`src/rtl/ssd1306_spi_rx.sv`:
```
// SSD1306-style 4-wire SPI display receiver: oversampled deserialiser, command decoder and framebuffer write port.
// Define SSD1306_RX_CHECK_EN to add the proto_err protocol-violation pulse output.
module ssd1306_spi_rx #(
  parameter int SYNC_STAGES = 2,
  parameter int ADDR_W      = 10
) (
  input  logic              clk,
  input  logic              rst_btn,
  input  logic              ioSclk,
  input  logic              ioSdin,
  input  logic              ioCs,
  input  logic              ioDc,
  input  logic              ioReset,
  output logic              fb_we,
  output logic [ADDR_W-1:0] fb_addr,
  output logic [7:0]        fb_data,
  output logic              cmd_valid,
  output logic [7:0]        cmd_byte,
  output logic              display_on,
  output logic [7:0]        contrast,
  output logic              inverted,
  output logic [1:0]        addr_mode,
  output logic              charge_pump,
  output logic              frame_done,
  output logic              frag_err
`ifdef SSD1306_RX_CHECK_EN
  ,output logic             proto_err
`endif
);

  typedef enum logic {S_CMD = 1'b0, S_ARG = 1'b1} state_t;

  logic [SYNC_STAGES-1:0] sclkSync, sdinSync, csSync, dcSync, resetSync;
  logic sclkPrev;
  logic sclkS, sdinS, csS, dcS, resetS;

  state_t            state;
  logic [7:0]        opcode;
  logic [6:0]        shiftReg;
  logic [2:0]        bitCnt;
  logic [ADDR_W-1:0] addr;

  logic       sclkRise, shiftEn;
  logic [7:0] byteNext;
  logic       isArgOp;
`ifdef SSD1306_RX_CHECK_EN
  logic       isListed;
  logic       lastDc;
`endif

  assign sclkS  = sclkSync[SYNC_STAGES-1];
  assign sdinS  = sdinSync[SYNC_STAGES-1];
  assign csS    = csSync[SYNC_STAGES-1];
  assign dcS    = dcSync[SYNC_STAGES-1];
  assign resetS = resetSync[SYNC_STAGES-1];

  // Idle-high lines reset high so release of rst_btn never looks like an sclk edge or a display reset.
  always_ff @(posedge clk or posedge rst_btn) begin
    if (rst_btn) begin
      sclkSync  <= '1;
      sdinSync  <= '0;
      csSync    <= '1;
      dcSync    <= '0;
      resetSync <= '1;
      sclkPrev  <= 1'b1;
    end else begin
      sclkSync  <= {sclkSync[SYNC_STAGES-2:0], ioSclk};
      sdinSync  <= {sdinSync[SYNC_STAGES-2:0], ioSdin};
      csSync    <= {csSync[SYNC_STAGES-2:0], ioCs};
      dcSync    <= {dcSync[SYNC_STAGES-2:0], ioDc};
      resetSync <= {resetSync[SYNC_STAGES-2:0], ioReset};
      sclkPrev  <= sclkS;
    end
  end

  always_comb begin
    sclkRise = sclkS & ~sclkPrev;
    shiftEn  = sclkRise & ~csS;
    byteNext = {shiftReg, sdinS};
    isArgOp  = byteNext inside {8'h81, 8'h20, 8'hA8, 8'hD3, 8'hD5, 8'hD9, 8'hDB, 8'h8D};
`ifdef SSD1306_RX_CHECK_EN
    isListed = isArgOp || (byteNext[7:6] == 2'b01) ||
               (byteNext inside {8'hAE, 8'hAF, 8'hA4, 8'hA5, 8'hA6, 8'hA7,
                                 8'hC0, 8'hC8, 8'hA0, 8'hA1});
`endif
  end

  // rst_btn and a synchronised ioReset low restore the same state; the two branches must stay identical.
  always_ff @(posedge clk or posedge rst_btn) begin
    if (rst_btn) begin
      state <= S_CMD; opcode <= '0; shiftReg <= '0; bitCnt <= '0; addr <= '0;
      fb_we <= 1'b0; fb_addr <= '0; fb_data <= '0; cmd_valid <= 1'b0; cmd_byte <= '0;
      display_on <= 1'b0; contrast <= 8'h7F; inverted <= 1'b0; addr_mode <= '0;
      charge_pump <= 1'b0; frame_done <= 1'b0; frag_err <= 1'b0;
`ifdef SSD1306_RX_CHECK_EN
      proto_err <= 1'b0; lastDc <= 1'b0;
`endif
    end else if (!resetS) begin
      state <= S_CMD; opcode <= '0; shiftReg <= '0; bitCnt <= '0; addr <= '0;
      fb_we <= 1'b0; fb_addr <= '0; fb_data <= '0; cmd_valid <= 1'b0; cmd_byte <= '0;
      display_on <= 1'b0; contrast <= 8'h7F; inverted <= 1'b0; addr_mode <= '0;
      charge_pump <= 1'b0; frame_done <= 1'b0; frag_err <= 1'b0;
`ifdef SSD1306_RX_CHECK_EN
      proto_err <= 1'b0; lastDc <= 1'b0;
`endif
    end else begin
      fb_we      <= 1'b0;
      cmd_valid  <= 1'b0;
      frame_done <= 1'b0;
      frag_err   <= 1'b0;
`ifdef SSD1306_RX_CHECK_EN
      proto_err  <= 1'b0;
`endif
      if (csS) begin
        if (bitCnt != 3'd0) frag_err <= 1'b1;
        bitCnt <= '0;
      end else if (shiftEn) begin
        shiftReg <= byteNext[6:0];
        bitCnt   <= bitCnt + 3'd1;
`ifdef SSD1306_RX_CHECK_EN
        lastDc <= dcS;
        if (bitCnt != 3'd0 && dcS != lastDc) proto_err <= 1'b1;
`endif
        if (bitCnt == 3'd7) begin
          if (dcS) begin
            // Data bytes bypass the command FSM, so a pending argument survives them.
            fb_we      <= 1'b1;
            fb_data    <= byteNext;
            fb_addr    <= addr;
            addr       <= addr + ADDR_W'(1);
            frame_done <= &addr;
`ifdef SSD1306_RX_CHECK_EN
            if (!display_on || state == S_ARG) proto_err <= 1'b1;
`endif
          end else begin
            cmd_valid <= 1'b1;
            cmd_byte  <= byteNext;
            case (state)
              S_CMD: begin
                if (isArgOp) begin
                  opcode <= byteNext;
                  state  <= S_ARG;
                end else begin
                  case (byteNext)
                    8'hAE:   display_on <= 1'b0;
                    8'hAF:   display_on <= 1'b1;
                    8'hA6:   inverted   <= 1'b0;
                    8'hA7:   inverted   <= 1'b1;
                    default: ;
                  endcase
`ifdef SSD1306_RX_CHECK_EN
                  if (!isListed) proto_err <= 1'b1;
`endif
                end
              end
              S_ARG: begin
                case (opcode)
                  8'h81:   contrast    <= byteNext;
                  8'h20:   addr_mode   <= byteNext[1:0];
                  8'h8D:   charge_pump <= byteNext[2];
                  default: ;
                endcase
                state <= S_CMD;
              end
              default: state <= S_CMD;
            endcase
          end
        end
      end
    end
  end

endmodule
```
`config.mk`:
```
export PLATFORM = sky130hd
export DESIGN_NAME = ssd1306_spi_rx
export DESIGN_NICKNAME = d
export VERILOG_FILES = /design/src/rtl/ssd1306_spi_rx.sv
export SDC_FILE = /design/constraint.sdc
export NUM_CORES = 1
export LEC_CHECK = 0
export ABC_AREA = 1
export CAP_MARGIN = 0
export CORE_MARGIN = 2
export CORE_UTILIZATION = 41
export CTS_BUF_LIST = sky130_fd_sc_hd__clkbuf_4 sky130_fd_sc_hd__clkbuf_8
export CTS_CLUSTER_SIZE = 30
export DETAILED_ROUTE_END_ITERATION = 8
export PLACE_DENSITY = 0.65
export SLEW_MARGIN = 0
export SYNTH_ARGS = -nofsm -noshare
export SYNTH_HDL_FRONTEND = slang
export SYNTH_SLANG_ARGS = --single-unit
```
`constraint.sdc`:
```
create_clock -name clk -period 8.26 [get_ports clk]
set_input_delay 1.652 -clock clk [delete_from_list [all_inputs] [get_ports clk]]
set_output_delay 1.652 -clock clk [all_outputs]
set_load 0.01 [all_outputs]
```
==> impl_results.md <==
* CTS root buf: clkbuf_8
* Outcome: complete, no violations
* Die H at 98.3 µm
* Most frequent cell after synthesis: nand2_1
* CP peak stage delay at 0.54 ns
* Leakage at 2.00 nW
* Critical Path RT at 6.61 ns
* Setup crit end kind: output pin
* Dominant cell type by area after synthesis: dfrtp_1
* DRC at 0
* Initial Utilization at 42.0%
* Core area at 0.00868 mm²
* # diodes at 0
* Avg Synthesized Cell Area at 8.93 µm²
* Crit path cell chain: clkdlybuf4s50_1
* # IOs at 50
* DP Cell Count at 556
* CP max stage cell: dfstp_2
* FMAX at 327 MHz
* Post-cts resize count at 0
* GP Congestion at 0.832
* Number of buffers added on ports at 49
* Max cap viols at 0
* Worst clock skew at 0.00929 ns
* Clk Latency, worst-skew pair at 0.35 ns
* Vias at 2829
* Period utilization at 37.0%
* Sequential share of the synthesized area at 57.5%
* Slew Viols, Final at 0
* WP buf/inv at 1
* Crit path kind: register to output pin
* Synth cell count leaders: nand2_1, dfrtp_1, o21ai_0, inv_1, nor2_1
* Layout net count at 470
* # setup viols final at 0
* Worst VDD drop at 0.0756 mV
* Overflow after GRT at 0
* Post-CTS Setup Bufs at 0
* Post-synth top area share at 47.4%
* Post-route minimum period at 3.06 ns
* Detailed Place HPWL at 5140 µm
* Net Count, Synth at 419
* Initial DRC count at 183
* Yosys cell types at 25
* Post-synth top flop: dfrtp_1
* Clock Path Buffers at 2
* # fillers at 824
* Routed Wire Length at 7450 µm
* Slew margin rel. at 33.0%
* Worst min path class: register to register
* Crit-path max FO at 2
* Largest net degree at the start of global routing at 84
* Mapped Area at 0.00364 mm²
* Top cells by area, synth: dfrtp_1, nand2_1, dfstp_2
* Slew @ Worst Pin at 1.00 ns
* Area Growth Syn to Fin at 20.6%
* Cells after synthesis at 408
* Layout cell share with drive strength beyond 1 at 12.5%
* DR WL/cell at 13.0 µm
* 1st-pass router iterations at 5
* Final setup TNS at 0 ns
* Vias in the first global route at 2697
* Post-layout util at 50.6%
* CTS Buf Count at 9
* Clock Pin Slew Worst Setup and Hold Paths at 0.09 ns
* # hold bufs at CTS at 0
* R2r setup slk at 6.09 ns
* Seq cells post-synth at 83
* Non-Filler Instances at 572
* Die Width at 98.3 µm
* Initial antenna violation count at 0
* Rows at 34
* Fin. Hold Viols at 0
* Number of flops mapped to enable cells by yosys at 0
* Final ANT Viol Nets at 0
* Startpoint types: register
* Async set-or-reset flop fraction in the synthesized netlist at 100%
* CP arrival at 1.41 ns
* Delay-heaviest family, CP: flip-flops
* Power per cell area at 172 mW/mm²
* CTS tree: yes
* Unrepaired setup endpoints after global routing: false
* Clk sinks at 83
* Total Routing Usage GR at 16.6%
* Warnings from Yosys at 0
* Global-route wire length before repair at 13000 µm
* H-tree Lvls at 3
* Drt via density at 4.95
* Die area at 0.00966 mm²
## worst paths after layout
path | startpoint | endpoint | depth (start not counted)
min | dcSync[0] | dcSync[1] | 0
max in group asynchronous | rst_btn | addr[2] | 3
min in group asynchronous | rst_btn | fb_addr[0] | 3
max reg2reg | resetSync[1] | fb_addr[5] | 4
max | contrast[3] | contrast[3] | 1
min reg2reg | dcSync[0] | dcSync[1] | 0
## cells by family (layout without fill, tap and decap cells)
family          Yosys count  count (layout)  share of synthesized area, %
compound gates           65              65                          10.5
fa+ha+maj                 4               4                          1.37
buf+inv                  53             109                          6.38
flops                    83              83                          57.5
simple gates            203             203                          24.2
## metrics by stage
step	setup WS (ns)	hold slack [ns]	power, W	instance area, µm²
floorplan	4.49	0.331	0.000471	3640
global placement	5.25	0.334	0.000494	4210
detailed placement	5.23	0.341	0.000496	4210
CTS	5.18	0.360	0.000769	4390
global route	5.14	0.362	0.000796	4390
finish	5.20	0.357	0.000758	4390
## power by group
part	total [W]	switching, W	internal, W
combinational	0.0000562	0.0000332	0.0000231
clock	0.000271	0.000151	0.000120
sequential	0.000430	0.00000899	0.000421
total	0.000758	0.000193	0.000564
## layout make-up
class                      instances  area, µm²  area share, %
inverter                          43        163           3.70
tap                              108        135           3.08
timing repair buffer              50        498           11.3
multi-input combinational        272       1320           30.0
clock buffer                      10        138           3.13
clock inverter                     6       48.8           1.11
sequential                        83       2090           47.7
## cells in the final DEF (no fill, tap or decap), types with 2 or more instances in the layout
master / instances
nor2_1: 39
inv_6: 2
clkbuf_8: 10
nand2_4: 3
dfstp_2: 14
dfrtp_1: 69
nand4_1: 9
ha_1: 4
inv_1: 39
o21ai_0: 44
nand2_1: 109
a21oi_1: 5
nand3_1: 31
clkdlybuf4s50_1: 49
o21ai_2: 14
nor3_1: 6
inv_2: 3
clkinvlp_4: 3
## sequential cells by signal (all words and copies together) (netlist names), 2 cells and up
name       count
addr          10
addr_mode      2
bitCnt         3
cmd_byte       8
contrast       8
csSync         2
dcSync         2
fb_addr       10
fb_data        8
opcode         8
resetSync      2
sclkSync       2
sdinSync       2
shiftReg       7
## per-layer routing
metal	part of all wire (%)	GRT usage, %	up-vias
li1	-	-	1422
met1	50	24.9	1320
met2	43	23.1	77
met3	5.1	4.08	10
met4	1.5	6.64	0
met5	0	0	-
(Power assumes the default switching activity.)
